<file path="src/rtl/sm_prog_loader.sv">
// Program loader: packs a little-endian byte stream into 32-bit words, writes them
// to instruction memory from address 0, and holds the CPU in reset while loading.
module sm_prog_loader #(
  parameter int ADDR_WIDTH = 6
) (
  input  logic                  clk,
  input  logic                  rst_n,
  input  logic                  load_start,
  input  logic [ADDR_WIDTH:0]   load_len,
  input  logic                  load_abort,
  input  logic [7:0]            rx_data,
  input  logic                  rx_valid,
  output logic                  rx_ready,
  output logic                  imWe,
  output logic [ADDR_WIDTH-1:0] imAddr,
  output logic [31:0]           imData,
  output logic                  cpu_rst_n,
  output logic                  busy,
  output logic                  done,
  output logic                  err,
  output logic [31:0]           checksum
);

  typedef enum logic [1:0] {
    ST_IDLE  = 2'd0,
    ST_RECV  = 2'd1,
    ST_WRITE = 2'd2,
    ST_DONE  = 2'd3
  } state_e;

  localparam logic [ADDR_WIDTH:0]   DEPTH    = {1'b1, {ADDR_WIDTH{1'b0}}};
  localparam logic [ADDR_WIDTH:0]   LEN_ONE  = {{ADDR_WIDTH{1'b0}}, 1'b1};
  localparam logic [ADDR_WIDTH:0]   LEN_ZERO = {(ADDR_WIDTH+1){1'b0}};
  localparam logic [ADDR_WIDTH-1:0] CNT_ONE  = {{(ADDR_WIDTH-1){1'b0}}, 1'b1};
  localparam logic [ADDR_WIDTH-1:0] CNT_ZERO = {ADDR_WIDTH{1'b0}};

  state_e                  state_q, state_d;
  logic [1:0]              byte_cnt_q, byte_cnt_d;
  logic [ADDR_WIDTH-1:0]   word_cnt_q, word_cnt_d;
  logic [ADDR_WIDTH:0]     len_q, len_d;
  logic [23:0]             word_q, word_d;
  logic                    rx_ready_q, rx_ready_d;
  logic                    imwe_q, imwe_d;
  logic [ADDR_WIDTH-1:0]   imaddr_q, imaddr_d;
  logic [31:0]             imdata_q, imdata_d;
  logic                    cpu_rst_n_q, cpu_rst_n_d;
  logic                    busy_q, busy_d;
  logic                    done_q, done_d;
  logic                    err_q, err_d;
  logic [31:0]             checksum_q, checksum_d;
  logic                    byte_accept;
  logic                    len_ok;
  logic [31:0]             full_word;

  assign byte_accept = rx_valid & rx_ready_q;
  assign len_ok      = (load_len != LEN_ZERO) && (load_len <= DEPTH);
  assign full_word   = {rx_data, word_q};

  always_comb begin
    state_d    = state_q;
    byte_cnt_d = byte_cnt_q;
    word_cnt_d = word_cnt_q;
    len_d      = len_q;
    word_d     = word_q;
    imaddr_d   = imaddr_q;
    imdata_d   = imdata_q;
    err_d      = err_q;
    checksum_d = checksum_q;

    case (state_q)
      ST_IDLE: begin
        if (load_start) begin
          if (len_ok) begin
            err_d      = 1'b0;
            checksum_d = 32'd0;
            byte_cnt_d = 2'd0;
            word_cnt_d = CNT_ZERO;
            len_d      = load_len;
            state_d    = ST_RECV;
          end else begin
            err_d = 1'b1;
          end
        end else begin
          state_d = ST_IDLE;
        end
      end
      ST_RECV: begin
        // Abort wins over a byte arriving in the same cycle; the partial word is dropped.
        if (load_abort) begin
          err_d   = 1'b1;
          state_d = ST_IDLE;
        end else if (byte_accept) begin
          byte_cnt_d = byte_cnt_q + 2'd1;
          case (byte_cnt_q)
            2'd0:    word_d[7:0]   = rx_data;
            2'd1:    word_d[15:8]  = rx_data;
            2'd2:    word_d[23:16] = rx_data;
            default: begin
              imdata_d   = full_word;
              imaddr_d   = word_cnt_q;
              checksum_d = checksum_q + full_word;
              state_d    = ST_WRITE;
            end
          endcase
        end else begin
          state_d = ST_RECV;
        end
      end
      ST_WRITE: begin
        if (load_abort) begin
          err_d   = 1'b1;
          state_d = ST_IDLE;
        end else if (({1'b0, word_cnt_q} + LEN_ONE) == len_q) begin
          state_d = ST_DONE;
        end else begin
          word_cnt_d = word_cnt_q + CNT_ONE;
          state_d    = ST_RECV;
        end
      end
      ST_DONE: state_d = ST_IDLE;
      default: state_d = ST_IDLE;
    endcase

    // Outputs are registered copies of what the next state implies.
    rx_ready_d  = (state_d == ST_RECV);
    imwe_d      = (state_d == ST_WRITE);
    busy_d      = (state_d != ST_IDLE);
    cpu_rst_n_d = (state_d == ST_IDLE);
    done_d      = (state_d == ST_DONE);
  end

  always_ff @(posedge clk or negedge rst_n) begin
    if (!rst_n) begin
      state_q     <= ST_IDLE;
      byte_cnt_q  <= 2'd0;
      word_cnt_q  <= CNT_ZERO;
      len_q       <= LEN_ZERO;
      word_q      <= 24'd0;
      rx_ready_q  <= 1'b0;
      imwe_q      <= 1'b0;
      imaddr_q    <= CNT_ZERO;
      imdata_q    <= 32'd0;
      cpu_rst_n_q <= 1'b0;
      busy_q      <= 1'b0;
      done_q      <= 1'b0;
      err_q       <= 1'b0;
      checksum_q  <= 32'd0;
    end else begin
      state_q     <= state_d;
      byte_cnt_q  <= byte_cnt_d;
      word_cnt_q  <= word_cnt_d;
      len_q       <= len_d;
      word_q      <= word_d;
      rx_ready_q  <= rx_ready_d;
      imwe_q      <= imwe_d;
      imaddr_q    <= imaddr_d;
      imdata_q    <= imdata_d;
      cpu_rst_n_q <= cpu_rst_n_d;
      busy_q      <= busy_d;
      done_q      <= done_d;
      err_q       <= err_d;
      checksum_q  <= checksum_d;
    end
  end

  assign rx_ready  = rx_ready_q;
  assign imWe      = imwe_q;
  assign imAddr    = imaddr_q;
  assign imData    = imdata_q;
  assign cpu_rst_n = cpu_rst_n_q;
  assign busy      = busy_q;
  assign done      = done_q;
  assign err       = err_q;
  assign checksum  = checksum_q;

endmodule
</file>
<file path="config.mk">
export PLATFORM = sky130hd
export DESIGN_NAME = sm_prog_loader
export DESIGN_NICKNAME = d
export VERILOG_FILES = /design/src/rtl/sm_prog_loader.sv
export SDC_FILE = /design/constraint.sdc
export NUM_CORES = 1
export LEC_CHECK = 0
export BUFFER_PORTS_ARGS = -buffer_cell sky130_fd_sc_hd__buf_2
export CAP_MARGIN = 0
export CORE_MARGIN = 2
export CORE_UTILIZATION = 62
export DETAILED_ROUTE_END_ITERATION = 10
export GPL_TIMING_DRIVEN = 0
export PLACE_DENSITY_LB_ADDON = 0.08
export SETUP_SLACK_MARGIN = 0.15
export SLEW_MARGIN = 10
export SYNTH_ARGS = -nofsm -noshare
export SYNTH_HDL_FRONTEND = slang
export SYNTH_SLANG_ARGS = --single-unit
export TNS_END_PERCENT = 20
</file>
<file path="constraint.sdc">
create_clock -name clk -period 4.4 [get_ports clk]
set_input_delay 0.66 -clock clk [delete_from_list [all_inputs] [get_ports clk]]
set_output_delay 0.66 -clock clk [all_outputs]
set_load 0.01 [all_outputs]
</file>
==> results.txt <==
----------------------------------------------------
[Status]
  Result of the run ... complete, no violations

[Global route]
  Largest net degree at the start of global routing ... 87
  Global-route track usage on met1 ... a little over a third
  GR Layer Usage met3 ... about 6.6%
  Number of global-route vias before repair ... roughly 5100
  Aggregate global routing overflow ... 0
  Initial antenna violation count ... 0
  Most used routing layer ... met2
  GRT Resource Usage Total ... 28.49%
  Global routing met2 resource utilization ... 48.20%
  Global-route wire length before repair ... 24.75 mm

[Yosys]
  Largest family of logic cells by synthesized area ... compound AO/OA/AOI/OAI gates
  Post-Synthesis Net Count ... around 660
  Post-synthesis sequential element count ... between 100 and 150
  Mean instance size in the synthesized netlist ... approximately 11 µm²
  Compound-cell area share of the yosys netlist ... between 10% and 20%
  Sequential share of the synthesized area ... between 40% and 50%
  Post-Synth Simple-Gate Area ... 10.86%
  Most used flip-flop cell after synthesis ... dfrtp_1
  Count of unique library cells instantiated by Yosys ... 60
  YS warnings ... 0
  Share of flip-flops with an asynchronous set or reset ... between 90% and 100%
  Gate Count Post-Synth ... 595
  Post-synthesis share of cell area spent on full adders, half adders and majority gates ... 7.987%
  Synth Cell Area ... 0.006360 mm²
  EDFF count, synth ... 0
  Post-Synth XOR/XNOR Area ... between 4 and 5%
  Portion of netlist area occupied by mux cells ... 12.14%

[Setup path]
  Worst Setup Start Kind ... flip-flop
  Data arrival time of the critical path ... a little under 4 ns
  Worst Path Class, Setup ... reg2reg
  Crit-path cells ... ha_1 -> inv_1 -> fa_1 -> and2b_1 -> o2111ai_1 -> o21ai_1 -> a311oi_2 -> o41ai_4 -> a211oi_1 -> o41ai_2 -> xnor2_1 -> o21ai_1
  Kind of end point of the critical path ... flip-flop
  Most frequent CP cell ... o21ai_1
  Required arrival time at the worst endpoint ... ~4.8 ns
  Worst path slowest cell ... o41ai_4
  Largest fanout on the critical path ... 4
  Cell family with the largest share of critical-path delay ... compound AO/OA/AOI/OAI gates
  RR Startpoint ... checksum[0]
  Max incr delay on CP ... around 0.53 ns
  Critical Path Start ... checksum[0]
  Worst path bufs/invs ... 1

[Floorplanning]
  Starting density of the core ... between 60% and 70%
  Chip Width ... between 100 and 150 µm
  I/O pin count ... 96
  Die footprint ... 0.01108 mm²
  Cell Rows ... 36
  Y dimension of the die ... approximately 110 µm
  Area of the core ... ~0.0099 mm²

[Finish]
  Fraction of layout instances using a drive strength above 1 ... between 20 and 30%
  Area added between synthesis and finish ... 20.34%
  Multi-input combinational cell area ... roughly 0.0033 mm²
  Fillers ... about 600
  Nets@finish ... around 770
  Area of all sequential standard cells ... 0.002928 mm²
  Antenna diode instance count ... 0
  Utilization of the core after routing ... just under 80%

[Clock tree]
  Deepest level of the CTS H-tree ... 4
  Clock root buffer ... clkbuf_8
  Post-CTS Hold Buffers ... 0
  Largest buffer count on any clock path ... 2
  # clock sinks ... approximately 120
  Clock tree from TritonCTS ... done
  Post-CTS Setup Inserts ... 0
  Skew-Pair Late Insertion Delay ... about 0.52 ns
  Clock buffer count from CTS ... 17
  Clock transition at path regs ... around 0.060 ns
  Post-cts repair resize count ... 0

[Pwr]
  Ratio of total power to cell area ... ~460 mW/mm²
  IR drop worst, VDD ... 0.2716 mV
  Static leakage ... approximately 4.0 nW
  Total power after layout ... 0.003515 W

[Placed design]
  Weighted congestion reported at the end of routability-driven placement ... 0.8787
  Buffers on Ports ... between 90 and 100
  Setup slack after placement ... 1.074 ns
  DP HPWL ... ~11 mm

[STA]
  Final setup violation count ... 0
  Headroom to the max-slew limit ... a little under three fifths
  Worst clock skew ... around 0.0071 ns
  Smallest setup slack after layout ... a little over 0.9 ns
  Fin. max-slew vios ... 0
  Total Negative Setup Slacks ... 0 ns
  Final period util ... about four fifths
  Number of endpoints with negative hold slack in the final report ... 0
  Minimum period implied by the final worst setup slack ... between 3 and 4 ns
  RSZ-0062 raised after global routing ... no
  Least-Margin Pin Slew ... between 0.6 and 0.7 ns
  Max Clk Rate ... 0.2887 GHz

[Flow run]
  Number of violations of the max-capacitance limit ... 0

[Detailed routing]
  Antenna Violating Nets Remaining ... 0
  Vias per Instance ... about 6
  1st-iter DRT viols ... about 280
  Final routed wire length divided by cell count ... about 18 µm
  DRC viols ... 0
  Number of detailed-routing iterations run before antenna repair ... 6
  Count of vias placed by the detailed router ... between 5000 and 6000
  Total detailed-routing wirelength ... 15.17 mm

[Hold path]
  Worst hold path class ... in2async

----------------------------------------------------
power breakdown:
group	switching [W]	total, W	internal, W
Sequential	0.000107	0.00130	0.00119
Clock	0.000486	0.00143	0.000948
Combinational	0.000468	0.000781	0.000313
Yosys cell counts (8+ instances only):
cell | n | area, µm²
o31ai_1 | 11 | 82.58
inv_1 | 22 | 82.58
nand3_1 | 13 | 65.06
ha_1 | 39 | 488.0
mux2_2 | 65 | 732.0
xnor2_1 | 21 | 183.9
nor2_1 | 28 | 105.1
a21o_1 | 14 | 105.1
nor3_1 | 8 | 40.04
a21oi_1 | 30 | 150.1
dfrtp_1 | 117 | 2928
and3_1 | 9 | 56.30
xor2_1 | 12 | 105.1
o21ai_0 | 38 | 190.2
clkbuf_1 | 11 | 41.29
nand2_1 | 66 | 247.7
placed cells by master, fill, tap and decap left out, types with 14 or more instances in the layout:
master and instances:
inv_1 22, o21ai_0 38, dfrtp_1 117, a21oi_1 30, xnor2_1 21, ha_1 39, clkbuf_16 16, nand2_1 66
nor2_1 28, a21o_1 14, buf_2 93, mux2_2 65
worst paths after layout:
check	endpoint	slack, ns	cells after the start
max in group asynchronous	checksum[28]	3.68	2
min in group clk	len_q[6]	0.39	3
worst min-delay path	checksum[6]	0.02	1
worst max register to register	checksum[30]	0.94	12
worst min register to register	imData[17]	0.50	1
worst max-delay path	checksum[30]	0.94	12
cell type report:
cell class	count	share of cell area (%)
buffer	16	1.046
clock buffer	20	5.820
clock inverter	12	2.321
inverter	22	1.079
multi-input combinational	440	42.72
sequential	117	38.25
tap	133	2.174
timing repair buffer	95	6.588
flip-flops by register name (all words and copies together), names as in the netlist:
name	cells
busy	1
byte_cnt_q	2
checksum	32
cpu_rst_n	1
done	1
err	1
imAddr	6
imData	32
imWe	1
len_q	7
rx_ready	1
state_q	2
word_cnt_q	6
word_q	24
per-layer routing:
| metal | up-vias | share of wire (%) |
|---|---|---|
| li1 | 2384 | - |
| met1 | 2529 | 42 |
| met2 | 163 | 50 |
| met3 | 42 | 5.2 |
| met4 | 0 | 2.8 |
| met5 | - | 0 |
per-stage QoR:
stage               std cells  instance area (µm²)  hold WS (ns)
floorplan                 595                 6360        0.3644
global placement          822                 6997        0.4568
detailed placement        823                 7030        0.4886
CTS                       855                 7654       0.02050
global route              855                 7654       0.02373
finish                    855                 7654       0.02174
logic make-up after synthesis:
family	Yosys count
AOI/OAI and AO/OA	149
and+or+nand+nor	149
DFF	117
muxes	69
adders and majority gates	40
buffers and inverters	38
xor gates and xnor gates	33
Note: power is estimated with default switching activity, not from simulation.
